$ cat src/rtl/status_transmitter_pkg.sv
// Shared glitcher definitions for the host-bound status link: record types,
// frame constants and the frame byte selector.
package status_transmitter_pkg;

    localparam logic [7:0] SYNC_BYTE_DEF = 8'hA5;
    localparam int         FRAME_LEN     = 7;

    localparam logic [7:0] REC_OFFSET      = 8'h01;
    localparam logic [7:0] REC_DURATION    = 8'h02;
    localparam logic [7:0] REC_GLITCH_DONE = 8'h03;
    localparam logic [7:0] REC_RESET_DONE  = 8'h04;

    typedef struct packed {
        logic [7:0]  rtype;
        logic [31:0] data;
    } status_rec_t;

    // Byte idx of the on-wire frame; the checksum covers everything but sync.
    function automatic logic [7:0] frame_byte(input logic [7:0] sync,
                                              input status_rec_t rec,
                                              input logic [2:0] idx);
        case (idx)
            3'd0:    frame_byte = sync;
            3'd1:    frame_byte = rec.rtype;
            3'd2:    frame_byte = rec.data[31:24];
            3'd3:    frame_byte = rec.data[23:16];
            3'd4:    frame_byte = rec.data[15:8];
            3'd5:    frame_byte = rec.data[7:0];
            default: frame_byte = rec.rtype ^ rec.data[31:24] ^ rec.data[23:16]
                                ^ rec.data[15:8] ^ rec.data[7:0];
        endcase
    endfunction

endpackage

$ cat src/rtl/status_transmitter_uart_tx_byte.sv
// 8N1 byte serialiser. ready/done rise in the last stop-bit cycle so a byte
// offered then starts its start bit on the very next cycle.
module uart_tx_byte #(
    parameter int CLKS_PER_BIT = 868
) (
    input  logic       clk,
    input  logic       rst,
    input  logic       valid,
    output logic       ready,
    input  logic [7:0] data,
    output logic       done,
    output logic       tx
);

    localparam int               CW      = (CLKS_PER_BIT > 1) ? $clog2(CLKS_PER_BIT) : 1;
    localparam logic [CW-1:0]    CNT_MAX = CW'(CLKS_PER_BIT - 1);

    typedef enum logic [1:0] {S_IDLE, S_START, S_DATA, S_STOP} ser_state_t;

    ser_state_t    state;
    logic [CW-1:0] cnt;
    logic [2:0]    bit_idx;
    logic [7:0]    shreg;
    logic          bit_end;

    assign bit_end = (cnt == CNT_MAX);
    assign done    = (state == S_STOP) && bit_end;
    assign ready   = (state == S_IDLE) || done;

    always_ff @(posedge clk or posedge rst) begin
        if (rst) begin
            state   <= S_IDLE;
            cnt     <= '0;
            bit_idx <= '0;
            shreg   <= '0;
            tx      <= 1'b1;
        end else begin
            case (state)
                S_IDLE: begin
                    cnt <= '0;
                    if (valid) begin
                        shreg <= data;
                        state <= S_START;
                        tx    <= 1'b0;
                    end
                end
                S_START: begin
                    if (bit_end) begin
                        cnt     <= '0;
                        bit_idx <= '0;
                        state   <= S_DATA;
                        tx      <= shreg[0];
                    end else begin
                        cnt <= cnt + 1'b1;
                    end
                end
                S_DATA: begin
                    if (bit_end) begin
                        cnt <= '0;
                        if (bit_idx == 3'd7) begin
                            state <= S_STOP;
                            tx    <= 1'b1;
                        end else begin
                            bit_idx <= bit_idx + 3'd1;
                            shreg   <= {1'b0, shreg[7:1]};
                            tx      <= shreg[1];
                        end
                    end else begin
                        cnt <= cnt + 1'b1;
                    end
                end
                S_STOP: begin
                    if (bit_end) begin
                        cnt <= '0;
                        if (valid) begin
                            shreg <= data;
                            state <= S_START;
                            tx    <= 1'b0;
                        end else begin
                            state <= S_IDLE;
                        end
                    end else begin
                        cnt <= cnt + 1'b1;
                    end
                end
                default: state <= S_IDLE;
            endcase
        end
    end

endmodule

$ cat src/rtl/status_transmitter.sv
// Host-bound status transmitter: latches one type+value record per handshake
// and sends it as a 7-byte checksummed frame over UART 8N1.
module status_transmitter
    import status_transmitter_pkg::*;
#(
    parameter int         CLKS_PER_BIT = 868,
    parameter logic [7:0] SYNC_BYTE    = SYNC_BYTE_DEF,
    parameter int         CNT_W        = 16
) (
    input  logic             clk,
    input  logic             rst,
    input  logic             send_valid,
    output logic             send_ready,
    input  logic [7:0]       send_type,
    input  logic [31:0]      send_data,
    output logic             dout,
    output logic             busy,
    output logic [CNT_W-1:0] frames_sent
);

    localparam logic [2:0] LAST_IDX = 3'(FRAME_LEN - 1);

    typedef enum logic [1:0] {FR_IDLE, FR_SEND, FR_WAIT} frame_state_t;

    frame_state_t state;
    status_rec_t  frame_q;
    logic [2:0]   idx;
    logic         accept;
    logic         ser_valid, ser_ready, ser_done;
    logic [7:0]   ser_data;

    assign accept = send_valid && send_ready;
    assign busy   = !send_ready;

    // The sync byte goes straight to the serialiser on the accept edge, and
    // each following byte is handed over in the previous byte's last stop
    // cycle, so FR_SEND only marks a handoff and never costs a line cycle.
    always_comb begin
        ser_valid = 1'b0;
        ser_data  = SYNC_BYTE;
        if (accept) begin
            ser_valid = 1'b1;
        end else if (state == FR_WAIT && ser_ready && idx != LAST_IDX) begin
            ser_valid = 1'b1;
            ser_data  = frame_byte(SYNC_BYTE, frame_q, idx + 3'd1);
        end
    end

    always_ff @(posedge clk or posedge rst) begin
        if (rst) begin
            state       <= FR_IDLE;
            frame_q     <= '0;
            idx         <= '0;
            send_ready  <= 1'b1;
            frames_sent <= '0;
        end else begin
            case (state)
                FR_IDLE: begin
                    if (accept) begin
                        frame_q    <= '{rtype: send_type, data: send_data};
                        idx        <= '0;
                        send_ready <= 1'b0;
                        state      <= FR_WAIT;
                    end
                end
                FR_SEND: state <= FR_WAIT;
                FR_WAIT: begin
                    if (ser_done) begin
                        if (idx == LAST_IDX) begin
                            state       <= FR_IDLE;
                            send_ready  <= 1'b1;
                            frames_sent <= frames_sent + CNT_W'(1);
                        end else begin
                            idx <= idx + 3'd1;
                        end
                    end
                end
                default: state <= FR_IDLE;
            endcase
        end
    end

    uart_tx_byte #(
        .CLKS_PER_BIT(CLKS_PER_BIT)
    ) u_tx (
        .clk  (clk),
        .rst  (rst),
        .valid(ser_valid),
        .ready(ser_ready),
        .data (ser_data),
        .done (ser_done),
        .tx   (dout)
    );

endmodule

$ cat config.mk
export PLATFORM = sky130hd
export DESIGN_NAME = status_transmitter
export DESIGN_NICKNAME = d
export VERILOG_FILES = /design/src/rtl/status_transmitter_pkg.sv /design/src/rtl/status_transmitter_uart_tx_byte.sv /design/src/rtl/status_transmitter.sv
export SDC_FILE = /design/constraint.sdc
export NUM_CORES = 1
export LEC_CHECK = 0
export CELL_PAD_IN_SITES_DETAIL_PLACEMENT = 1
export CELL_PAD_IN_SITES_GLOBAL_PLACEMENT = 1
export CORE_MARGIN = 2
export CORE_UTILIZATION = 44
export CTS_CLUSTER_SIZE = 25
export DETAILED_ROUTE_END_ITERATION = 10
export PLACE_DENSITY_LB_ADDON = 0.1
export SETUP_SLACK_MARGIN = 0.2
export SYNTH_ARGS = -nofsm -noshare
export SYNTH_HDL_FRONTEND = slang
export SYNTH_SLANG_ARGS = --single-unit
$ cat constraint.sdc
create_clock -name clk -period 3.3 [get_ports clk]
set_input_delay 0.33 -clock clk [delete_from_list [all_inputs] [get_ports clk]]
set_output_delay 0.33 -clock clk [all_outputs]
set_load 0.01 [all_outputs]
Yosys cells after proc, flatten, opt, wreduce, memory -nomap -nowiden

Cells that the tools add are included.

Add/subtract/negate cells: 4
Equality and inequality tests: 24
Muxes and demuxes: 41
Bitwise gates (word level): 4
Reductions and logical operators: 22

Operators by type and width:

| operator                                      | count |
|---|---|
| 2-to-1 mux 8 bit                              | 6 |
| case mux 8 bit (6 select lines)               | 1 |
| XOR 8 bit                                     | 4 |
| case mux 8 bit (3 select lines)               | 1 |
| case mux 10 bit (2 select lines)              | 1 |
| 2-to-1 mux 3 bit                              | 6 |
| adder 16 x 1 -> 16 bit, second input constant | 1 |
| 2-to-1 mux 2 bit                              | 8 |
| AND reduction 4 bit                           | 4 |
| == test 3 bit, second input constant          | 4 |
| != test 2 x 1 -> 1 bit, second input constant | 6 |
| case mux 3 bit (2 select lines)               | 2 |
| 2-to-1 mux 1 bit                              | 11 |
| adder 10 x 1 -> 10 bit, second input constant | 1 |
| == test 10 bit, second input constant         | 1 |
| 2-to-1 mux 10 bit                             | 1 |
| AND reduction 3 bit                           | 3 |
| != test 2 bit, second input constant          | 4 |
| case mux 2 bit (4 select lines)               | 1 |
| adder 3 x 1 -> 3 bit, second input constant   | 2 |
| == test 2 bit, second input constant          | 3 |
| == test 3 x 2 -> 1 bit, second input constant | 2 |
| case mux 2 bit (3 select lines)               | 1 |
| AND reduction 5 bit                           | 1 |
| 14 further kinds                              | 20 |

Register bits: 86
Output and inout bits: 19

Depth between registers and ports, before layout

Word-level depth: 10
Mapped depth: 9
Depth with buffers taken out: 7

Hierarchy

From an unflattened synthesis, not the netlist that was laid out.

Cells, all modules: 378
Area total of the unflattened synthesis: 4,544.4 µm²

By module, submodules not included:

| module             | instances | cells an instance | area an instance (µm²) | seq. area each (µm²) |
|---|---|---|---|---|
| status_transmitter | 1         | 259               | 3,184.3                | 1,527.7 |
| uart_tx_byte       | 1         | 119               | 1,360.1                | 601.8 |

Worst setup path before layout

Ideal clock, no wire load.

Kind: register to register
Start point: reg u_tx.bit_idx[0]
End point: reg u_tx.shreg[1]
Data arrival time: 2.145 ns
Required time: 3.221 ns
Setup slack: 1.076 ns
Stages on the path, launching flop included: 8
Period minus slack after synthesis: 2.224 ns
Cell sequence: dfrtp_1 -> ha_1 -> ha_1 -> clkbuf_1 -> or4_4 -> a21o_1 -> a31oi_4 -> mux2i_1

Word-level cells in the longest chain between the ends: 3

Ends and longest elaborated chain:

| what                                 | line                                  | text |
|---|---|---|
| start: declaration                   | status_transmitter_uart_tx_byte.sv:22 | `logic [2:0] bit_idx;` |
| start signal: assignment             | status_transmitter_uart_tx_byte.sv:64 | `bit_idx <= bit_idx + 3'd1;` |
| == test 3 bit                        | status_transmitter_uart_tx_byte.sv:60 | `if (bit_idx == 3'd7) begin` |
| != test 2 bit (no source line)       | -                                     |  |
| AND reduction 4 bit (no source line) | -                                     |  |
| end signal: assignment               | status_transmitter_uart_tx_byte.sv:42 | `shreg <= data;` |
| end signal: assignment               | status_transmitter_uart_tx_byte.sv:65 | `shreg <= {1'b0, shreg[7:1]};` |
| end signal: assignment               | status_transmitter_uart_tx_byte.sv:76 | `shreg <= data;` |
| end: declaration                     | status_transmitter_uart_tx_byte.sv:23 | `logic [7:0] shreg;` |

No other way between the ends.
A chain may end at the register's enable or synchronous reset.

Final worst setup path

Start point: reg idx[0]
End point: reg frames_sent[14]

Word-level cells in the longest chain between the ends: 2

Ends and longest elaborated chain:

| what                                 | line                     | text |
|---|---|---|
| start: declaration                   | status_transmitter.sv:27 | `logic [2:0] idx;` |
| start signal: assignment             | status_transmitter.sv:74 | `idx <= idx + 3'd1;` |
| == test 3 bit                        | status_transmitter.sv:69 | `if (idx == LAST_IDX) begin` |
| AND reduction 3 bit (no source line) | -                        |  |
| end signal: assignment               | status_transmitter.sv:72 | `frames_sent <= frames_sent + CNT_W'(1);` |
| end: declaration                     | status_transmitter.sv:18 | `output logic [CNT_W-1:0] frames_sent` |

No other way between the ends.

==> run summary <==
status = finished clean
clock buffer depth = 2
Seq/Total Area, Yosys = 47.1%
share of layout cells above drive strength 1 = 14.1%
total power = 2.59 mW
post-route setup TNS = 0 ps
CTS Hold Bufs = 0
1st-iter DRT viols = 142
post-synth top area cell = dfrtp_1
CTS root buf = clkbuf_8
H-tree levels = 3
final setup violation count = 0
switching pwr = 0.730 mW
pin count of the biggest net entering global routing = 72
first-pass GRT wire length = 17.6 mm
worst-path cell chain = inv_1, ha_1, and4_1, and4_1, nand4_1, nor3b_1, xor2_1
number of synthesized flops with an enable pin = 0
Initial Utilization = 44.6%
met2 routed wirelength = 5.23 mm
CP top delay family = simple AND/OR/NAND/NOR gates
number of diodes = 0
largest fanout on the critical path = 12
drt total wl = 10.1 mm
leak pwr = 2.35 nW
# IOs = 62
combinational share of power = 23.3%
minimum clock period = 2530 ps
pwr dens = 474 nW/µm²
core footprint = 10100 µm²
slowest cell delay on critical path = 480 ps
wire per inst = 17.0 µm
Setup Skew = 18.7 ps
Worst path slowest cell = ha_1
Routed Antenna Nets = 0
FFs w/ async S/R, synth = 100%
fmax = 0.395 GHz
Final Max Slew Viols = 0
gr usage total = 20.1%
vias in the first global route = 3555
Final Core Density = 53.8%
Rows = 37
critical path arrival = 2840 ps
total die area = 11100 µm²
# DRC = 0
Cell Area, Synth = 4520 µm²
measured slew at the worst slew-check pin = 1030 ps
IO buf count = 61
routed vias = 3233
postcts setup bufs = 0
max layer used = met4
switching share of power = 28.2%
die height = 105 µm
clk slew on worst S/H paths = 100 ps
crit share post-route = 76.7%
Fin. Hold Viols = 0
worst min path class = input port to async pin
Max Cap Violations = 0
DR vias/cell = 5.42
CTS buffer count = 9
DR pass1 iterations = 6
#FFs+latches synth = 85
Clock Power Share = 28.3%
clock latency on the worst-skew pair = 380 ps
Die X = 105 µm
kind of start point of the critical path = register
post-cts sizing count = 0
antenna violations before repair = 0
internal cell power = 1.86 mW
Net Count, Synth = 455
met1 WL = 4.45 mm
WL met3 = 295 µm
RSZ-0062 raised after global routing = false
nets@finish = 512
hpwl dp = 7.43 mm
reg2reg path depth = 7
commonest non-fill, non-tap cells in the layout = 83 x dfrtp_1, 61 x clkdlybuf4s50_1, 43 x mux2_2, 30 x xnor2_1
reg-to-reg endpoint = frames_sent[14]
required time of the critical path = 3600 ps
CTS tree = built
Worst slew margin = 31.6%
CP bufs+invs = 1
Flop pwr share = 48.4%
R2R Setup Slk = 770 ps
predominant post-synthesis flop cell = dfrtp_1
final worst setup slack = 768 ps
Synth top area share = 45.9%
Yosys warning count = 0
overflow left after global routing = 0
Syn-to-layout area delta = 20.6%
Peak supply drop = 0.000283 V
Area contributors post-synth = dfrtp_1 46%, mux2_2 11%, xnor2_1 5.8%
Place WS = 785 ps
GP Congestion = 0.779
Crit Path Category = register to register
CP endpoint kind = register
commonest non-fill, non-tap cell in the layout = dfrtp_1
Cells after Synth = 398
worst r2r src = idx[0]
crit-path most repeated cell = and4_1
Mapped Avg Cell Area = 11.4 µm²
# clock sinks = 85
Cell variety after synth = 51
## power groups by stage
stage / Sequential [mW] / Clock, mW / Combinational [mW]
final: 1.25 / 0.731 / 0.603
after global placement: 1.27 / 0 / 0.588
after floorplan: 1.24 / 0 / 0.461
after global routing: 1.27 / 0.802 / 0.663
after CTS: 1.25 / 0.760 / 0.613
after detailed placement: 1.27 / 0 / 0.610
## layer usage
layer | vias to the layer above | track usage [%]
li1 | 1528 | -
met2 | 56 | 34.0
met1 | 1638 | 25.5
met3 | 11 | 3.53
met4 | 0 | 8.00
met5 | - | 0
## metrics by stage
stage | std cells | area (µm²) | hold WS [ps]
floorplan | 398 | 4520 | 447
global placement | 580 | 5270 | 460
global route | 596 | 5450 | 199
finish | 596 | 5450 | 189
detailed placement | 580 | 5270 | 481
CTS | 596 | 5450 | 180
## flip-flops by register name, summed over array words and instances (netlist names)
signal / count
frame_q: 40
frames_sent: 16
idx: 3
send_ready: 1
state: 1
u_tx.bit_idx: 3
u_tx.cnt: 10
u_tx.shreg: 8
u_tx.state: 2
u_tx.tx: 1
## synthesized netlist by cell type (4+ instances only)
cell type and instances:
clkbuf_1 11, nor2_1 25, a22o_1 5, mux2i_1 8, dfrtp_1 83, a21oi_1 10
inv_1 19, o21ai_0 10, nor3b_1 4, xor2_1 13, xnor3_1 7, a31oi_1 4
a221oi_1 4, ha_1 14, buf_1 5, nand4_1 6, mux2_2 43, nor3_1 5
and3_1 6, xnor2_1 30, a222oi_1 7, o221ai_1 4, nand3_1 10, nand2_1 25
## cell families after synthesis
family | after synthesis | synth area share (%)
fa+ha+maj | 14 | 3.87
buf+inv | 37 | 3.10
simple gates | 97 | 11.0
mux | 51 | 12.5
flops | 85 | 47.1
compound gates | 64 | 10.6
xor+xnor | 50 | 11.8
## cell type report
cell class,count,area (µm²)
clock buffer,12,135
sequential,85,2130
clock inverter,4,50.0
multi-input combinational,276,2250
timing repair buffer,63,638
tap,136,170
fill,1053,4690
inverter,20,76.3
## how the worst max path moves through the flow
stage	start	end	depth (start not counted)
3_3_place_gp	idx[0]	frames_sent[14]	7
5_1_grt	idx[0]	frames_sent[14]	7
3_5_place_dp	idx[0]	frames_sent[14]	7
2_1_floorplan	rst	frame_q[0]	1
6_report	idx[0]	frames_sent[14]	7
4_1_cts	idx[0]	frames_sent[14]	7
Note: power is estimated with default switching activity, not from simulation.
